$ cat config.mk
export PLATFORM = sky130hd
export DESIGN_NAME = tick_pwm_core
export DESIGN_NICKNAME = d
export VERILOG_FILES = /design/src/rtl/tick_pwm_pkg.sv /design/src/rtl/tick_downcounter.sv /design/src/rtl/tick_pwm_core.sv
export SDC_FILE = /design/constraint.sdc
export NUM_CORES = 1
export LEC_CHECK = 0
export ABC_CLOCK_PERIOD_IN_PS = 2500
export BUFFER_PORTS_ARGS = -buffer_cell sky130_fd_sc_hd__buf_4
export CAP_MARGIN = 15
export CORE_UTILIZATION = 55
export CTS_CLUSTER_DIAMETER = 30
export DETAILED_ROUTE_END_ITERATION = 8
export GPL_ROUTABILITY_DRIVEN = 0
export PLACE_DENSITY = 0.75
export SETUP_SLACK_MARGIN = 0.02
export SYNTH_ARGS = -nofsm -noshare
export SYNTH_HDL_FRONTEND = slang
export SYNTH_HIERARCHICAL = 1
export SYNTH_SLANG_ARGS = --single-unit
$ cat constraint.sdc
create_clock -name clk -period 2.5 [get_ports clk]
set_input_delay 0.375 -clock clk [delete_from_list [all_inputs] [get_ports clk]]
set_output_delay 0.375 -clock clk [all_outputs]
set_load 0.02 [all_outputs]
$ cat src/rtl/tick_pwm_pkg.sv
// tick_pwm_pkg: shared sizing helpers for the tick/PWM block.
// Used by tick_downcounter and tick_pwm_core.
package tick_pwm_pkg;

  function automatic int max_duty(input int width);
    return (1 << width) - 1;
  endfunction

  function automatic int cnt_width(input int period);
    int c;
    c = $clog2(period);
    return (c < 1) ? 1 : c;
  endfunction

endpackage

$ cat src/rtl/tick_downcounter.sv
// tick_downcounter: one-cycle tick every PERIOD enabled clocks.
// Counter reloads to PERIOD-1 and freezes while enable is low.
module tick_downcounter
  import tick_pwm_pkg::*;
#(
  parameter int PERIOD = 392156
) (
  input  logic clk,
  input  logic reset,
  input  logic enable,
  output logic tick
);

  if (PERIOD < 1) begin : g_bad_period
    $error("tick_downcounter: PERIOD must be >= 1");
  end

  localparam int TW = cnt_width(PERIOD);
  localparam logic [TW-1:0] RELOAD = TW'(PERIOD - 1);

  logic [TW-1:0] tcnt_q;
  logic [TW-1:0] tcnt_d;

  assign tick = enable && (tcnt_q == '0);

  always_comb begin
    tcnt_d = tcnt_q;
    if (enable) begin
      if (tcnt_q == '0) tcnt_d = RELOAD;
      else              tcnt_d = tcnt_q - 1'b1;
    end
  end

  always_ff @(posedge clk) begin
    if (reset) tcnt_q <= RELOAD;
    else       tcnt_q <= tcnt_d;
  end

endmodule

$ cat src/rtl/tick_pwm_core.sv
// tick_pwm_core: periodic step tick plus WIDTH-bit PWM generator.
// Define TICK_PWM_DUTY_SHADOW_EN to latch duty only at period start.
module tick_pwm_core
  import tick_pwm_pkg::*;
#(
  parameter int WIDTH  = 8,
  parameter int PERIOD = 392156
) (
  input  logic             clk,
  input  logic             reset,
  input  logic             enable,
  input  logic [WIDTH-1:0] duty_cycle,
  output logic             tick,
  output logic             pwm_out,
  output logic             pwm_period_start
);

  localparam int MAXD = max_duty(WIDTH);
  localparam logic [WIDTH-1:0] LAST = WIDTH'(MAXD - 1);

  logic [WIDTH-1:0] pcnt_q;
  logic [WIDTH-1:0] pcnt_d;
  logic [WIDTH-1:0] duty_eff;
  logic             pwm_q;
  logic             pwm_d;

  tick_downcounter #(
    .PERIOD(PERIOD)
  ) u_tick (
    .clk   (clk),
    .reset (reset),
    .enable(enable),
    .tick  (tick)
  );

  assign pwm_period_start = enable && (pcnt_q == '0);

`ifdef TICK_PWM_DUTY_SHADOW_EN
  logic [WIDTH-1:0] duty_q;
  logic [WIDTH-1:0] duty_d;

  // Period start compares against the value being loaded.
  always_comb begin
    duty_d = duty_q;
    if (pwm_period_start) duty_d = duty_cycle;
  end

  assign duty_eff = duty_d;

  always_ff @(posedge clk) begin
    if (reset) duty_q <= '0;
    else       duty_q <= duty_d;
  end
`else
  assign duty_eff = duty_cycle;
`endif

  always_comb begin
    pcnt_d = pcnt_q;
    if (enable) begin
      if (pcnt_q == LAST) pcnt_d = '0;
      else                pcnt_d = pcnt_q + 1'b1;
    end
  end

  assign pwm_d = enable && (pcnt_q < duty_eff);

  always_ff @(posedge clk) begin
    if (reset) begin
      pcnt_q <= '0;
      pwm_q  <= 1'b0;
    end else begin
      pcnt_q <= pcnt_d;
      pwm_q  <= pwm_d;
    end
  end

  assign pwm_out = pwm_q;

endmodule

## Yosys cells after proc, flatten, opt, wreduce, memory -nomap -nowiden

Cells that the tools add are included.
Widths: inputs -> output; s select.

| operators by class | value |
|---|---|
| order comparisons | 1 |
| muxes and demuxes | 2 |
| add/sub/neg operators | 2 |
| equality and inequality tests | 1 |
| reduce and logical (&&, ||, !) cells | 5 |

Operators with widths:

| kind | count |
|---|---|
| $logic_not 19->1 | 1 |
| $mux 19 | 1 |
| $sub 19x1->19 const B | 1 |
| $add 8x1->8 const B | 1 |
| $eq 8x8->1 const B | 1 |
| $logic_not 8->1 | 1 |
| $lt 8x8->1 | 1 |
| $mux 8 | 1 |
| $logic_and 1x1->1 | 3 |

| storage, ports and cells | value |
|---|---|
| output and inout port bits | 3 |
| bits of input ports | 11 |
| bits in registers | 28 |
| logic and storage cells | 14 |

## Longest topological paths before layout

| depth | value |
|---|---|
| word-level depth | 2 |
| depth in mapped cells | 6 |
| depth with buffers taken out | 6 |

## Cells and area by module

Netlist, hierarchy kept.

Modules (own cells, without submodules):

| module | area an instance (um^2) | sequential area each (um^2) | cells each | instances |
|---|---|---|---|---|
| tick_downcounter | 897.1 | 380.4 | 98 | 1 |
| tick_pwm_core | 641.9 | 180.2 | 75 | 1 |

## Worst setup path before layout

OpenSTA, ideal clock, no wires.

| timing path | value |
|---|---|
| path kind | register to output |
| start point | register u_tick.tcnt_q[12] |
| end point | output port tick |
| setup slack | 70 ps |
| stages on the path, launching flop included | 4 |
| buffers on the path | 0 |
| data required time | 2,125 ps |
| data arrival time | 2,055 ps |
| cell sequence | dfxtp_1 -> or4_4 -> or4b_4 -> nor3_1 |

| between the ends | value |
|---|---|
| word-level cells in the longest chain between the ends | 2 |

Ends and longest elaborated chain:

| element | line | RTL |
|---|---|---|
| start, declared | tick_downcounter.sv:21 | `logic [TW-1:0] tcnt_q;` |
| start signal, assigned | tick_downcounter.sv:36 | `else tcnt_q <= tcnt_d;` |
| $logic_not 19->1 | tick_downcounter.sv:24 | `assign tick = enable && (tcnt_q == '0);` |
| $logic_and 1x1->1 | tick_downcounter.sv:24 |  |
| end, declared | tick_pwm_core.sv:13 | `output logic tick,` |

No other way between the ends.

## Worst setup path after layout

Ends and elaborated chain as after synthesis.

==> qor.yml <==
run_status: "complete, no violations"
ant_nets: 0
cts_max_level: 1
hold_buffers: 0
worst_slew_pin_slew_ns: 0.4325
crit_buf_inv: 1
r2r-start: "u_tick/tcnt_q[12]"
critPathArrivalTime_ns: 2.10
synth-edff-count: 0
worstReg2RegEnd: "u_tick/tcnt_q[17]"
r2r_slack_ns: 0.21
pwr_density_cell_nw_per_um2: 472.6
synth_cell_types: 44
n_fill_cell: 224
setup_violations: 0
async_reset_ff_share_pct: 0
cts_buffer_depth: 2
cts_root_buffer: "clkbuf_4"
worst_setup_path_end_kind: "primary output"
die_area_um2: 3013
fin_crit_sh_pct: 99.18
cts_tree: "done"
core.rowCount: 18
period_minus_slack_ns: 2.480
pin_count: 14
synth_commonest_cells: "dfxtp_1, nand2_1, inv_1, xor2_1"
crit_fanout: 4
fin_util_pct: 69.35
reg2reg_depth: 5
drt-initial-drc-count: 23
num_vias: 1322
clkSinkCount: 28
rsz0062_at_grt: "true"
antennaDiodeCount: 0
drc: 0
min_path_type: "in -> reg"
wire_per_inst_um: 14.22
hp-start: "reset"
vias_per_cell: 5.876
synth_area_leaders: "dfxtp_1, ha_1, xor2_1"
path_cells: "or4_4, or4b_4, nor3_4, buf_6"
maxSlewViolCount: 0
cpPeakStageDelay_ns: 0.56
holdWs_ns: 0.2657
drtPass1Iterations: 4
relSlewSlack_pct: 70.42
fmax_mhz: 403.3
grt_pass1_wl_um: 5168
areaGrowthSynthToFinish_pct: 15.69
wirelength_um: 3200
synth_top_area_share_pct: 36.42
netlist_area_um2: 1539
finalHoldViolations: 0
synth_top_flop_cell: "dfxtp_1"
critical_path.top_delay_family: "simple AND/OR/NAND/NOR gates"
grt_usage_pct: 24.26
yosys.area.top_type: "dfxtp_1"
ys_seq_area_share_pct: 36.42
synth.avg_cell_area_um2: 8.896
p_leak_nw: 0.7328
path_clk_slew_ns: 0.16
holdPathStages: 2
clk_latency_ns: 0.33
vdd_drop_max_mv: 0.3928
numCtsBuffers: 3
min_to: "u_tick/tcnt_q[2]"
die_h_um: 54.90
fp.coreArea_um2: 2567
start_util_pct: 59.94
crit_slowest_cell: "or4b_4"
drive_gt1_share_pct: 18.97
synth.most_common_cell: "dfxtp_1"
cp-start-kind: "register"
grt_pass1_vias: 1213
synth-seq-cells: 28
antenna_found_initial: 0
fin_nets: 219
synth_cells: 173
cp_data_required_time_ns: 2.12
portBuffers: 13
dieWidth_um: 54.90
synth_nets: 196
worstSetupPathType: "reg -> out"
tns_ns: 0
worst_clock_skew_ns: 0.01900
grt_max_degree: 17
yosys_warnings: 6
cap_violations: 0
dp_hpwl_um: 2314
gr-total-overflow: 0
[stage by stage]
| step | area, um^2 | power (mW) | std cells | setup slack, ns |
|---|---|---|---|---|
| after CTS | 1779 | 0.8484 | 225 | 0.02910 |
| after floorplan | 1539 | 0.5236 | 173 | 0.07027 |
| after global routing | 1780 | 0.8779 | 225 | -0.03545 |
| after detailed placement | 1693 | 0.5544 | 219 | 0.2526 |
| final | 1780 | 0.8414 | 225 | 0.02042 |
| after global placement | 1693 | 0.5497 | 219 | 0.2891 |
[power by group]
group | switching, mW | internal [mW]
combinational | 0.0415 | 0.0396
clock | 0.134 | 0.162
sequential | 0.0104 | 0.453
total | 0.186 | 0.655
[flip-flops by register name (all words and copies together), names as in the netlist]
| register | cells |
|---|---|
| pcnt_q | 8 |
| pwm_out | 1 |
| u_tick/tcnt_q | 19 |
[timing repair]
item,in CTS,in global routing
endpoints found under the hold margin,0,0
setup buffers,2,0
pin swaps,2,0
resized for setup,5,1
endpoints found under the setup margin,1,1
[cell families after synthesis]
| kind of cell | count (synthesis) | share of synthesized area, % |
|---|---|---|
| AO/OA/AOI/OAI | 25 | 11.95 |
| XOR/XNOR | 16 | 9.106 |
| adder cells (fa/ha/maj) | 12 | 9.756 |
| buffers and inverters | 16 | 4.634 |
| flip-flops | 28 | 36.42 |
| multiplexers | 1 | 0.6504 |
| AND/OR/NAND/NOR | 75 | 27.48 |
[how the worst max path moves through the flow]
stage | start | to | slack, ns | cells after the start
after floorplan | u_tick/tcnt_q[12] | tick | 0.07 | 3
after global placement | u_tick/tcnt_q[12] | tick | 0.29 | 4
after detailed placement | u_tick/tcnt_q[12] | tick | 0.25 | 4
after CTS | u_tick/tcnt_q[13] | tick | 0.03 | 4
after global routing | u_tick/tcnt_q[12] | tick | -0.04 | 4
final | u_tick/tcnt_q[12] | tick | 0.02 | 4
[metal layers]
metal	GRT usage, %	part of all wire [%]	vias to the layer above	routed length (um)
li1	-	-	668	-
met1	31.71	49	627	1573
met2	40.56	46	23	1465
met3	3.005	3.8	4	122
met4	9.167	1.2	0	38
met5	0	0	-	0
[area by class of cell]
cell class                 instances  area (um^2)  area share [%]
clock inverter                     1        30.03           1.687
tap                               30        37.54           2.108
timing repair buffer              20        153.9           8.644
clock buffer                       3        22.52           1.265
inverter                          14        52.55           2.952
multi-input combinational        129        918.4           51.58
sequential                        28        565.5           31.76
[cells in the final DEF, fill, tap and decap left out, types with 2 or more instances in the layout]
cell type	Yosys	final
inv_1	14	14
dfxtp_1	28	26
nor2_1	12	12
or4_1	2	2
nand2_1	18	18
xnor2_1	3	3
nor4b_2	2	2
a21oi_1	2	2
ha_1	12	12
a211oi_1	2	2
nor4_1	3	3
nand3_1	9	9
buf_4	1	19
o21ai_0	6	6
xor2_1	13	13
or3_1	5	5
o211ai_1	2	2
nor3_1	7	6
o31ai_1	2	2
clkbuf_4	0	3
nand4_1	6	6
No activity file was read; power rests on OpenSTA's default activity.
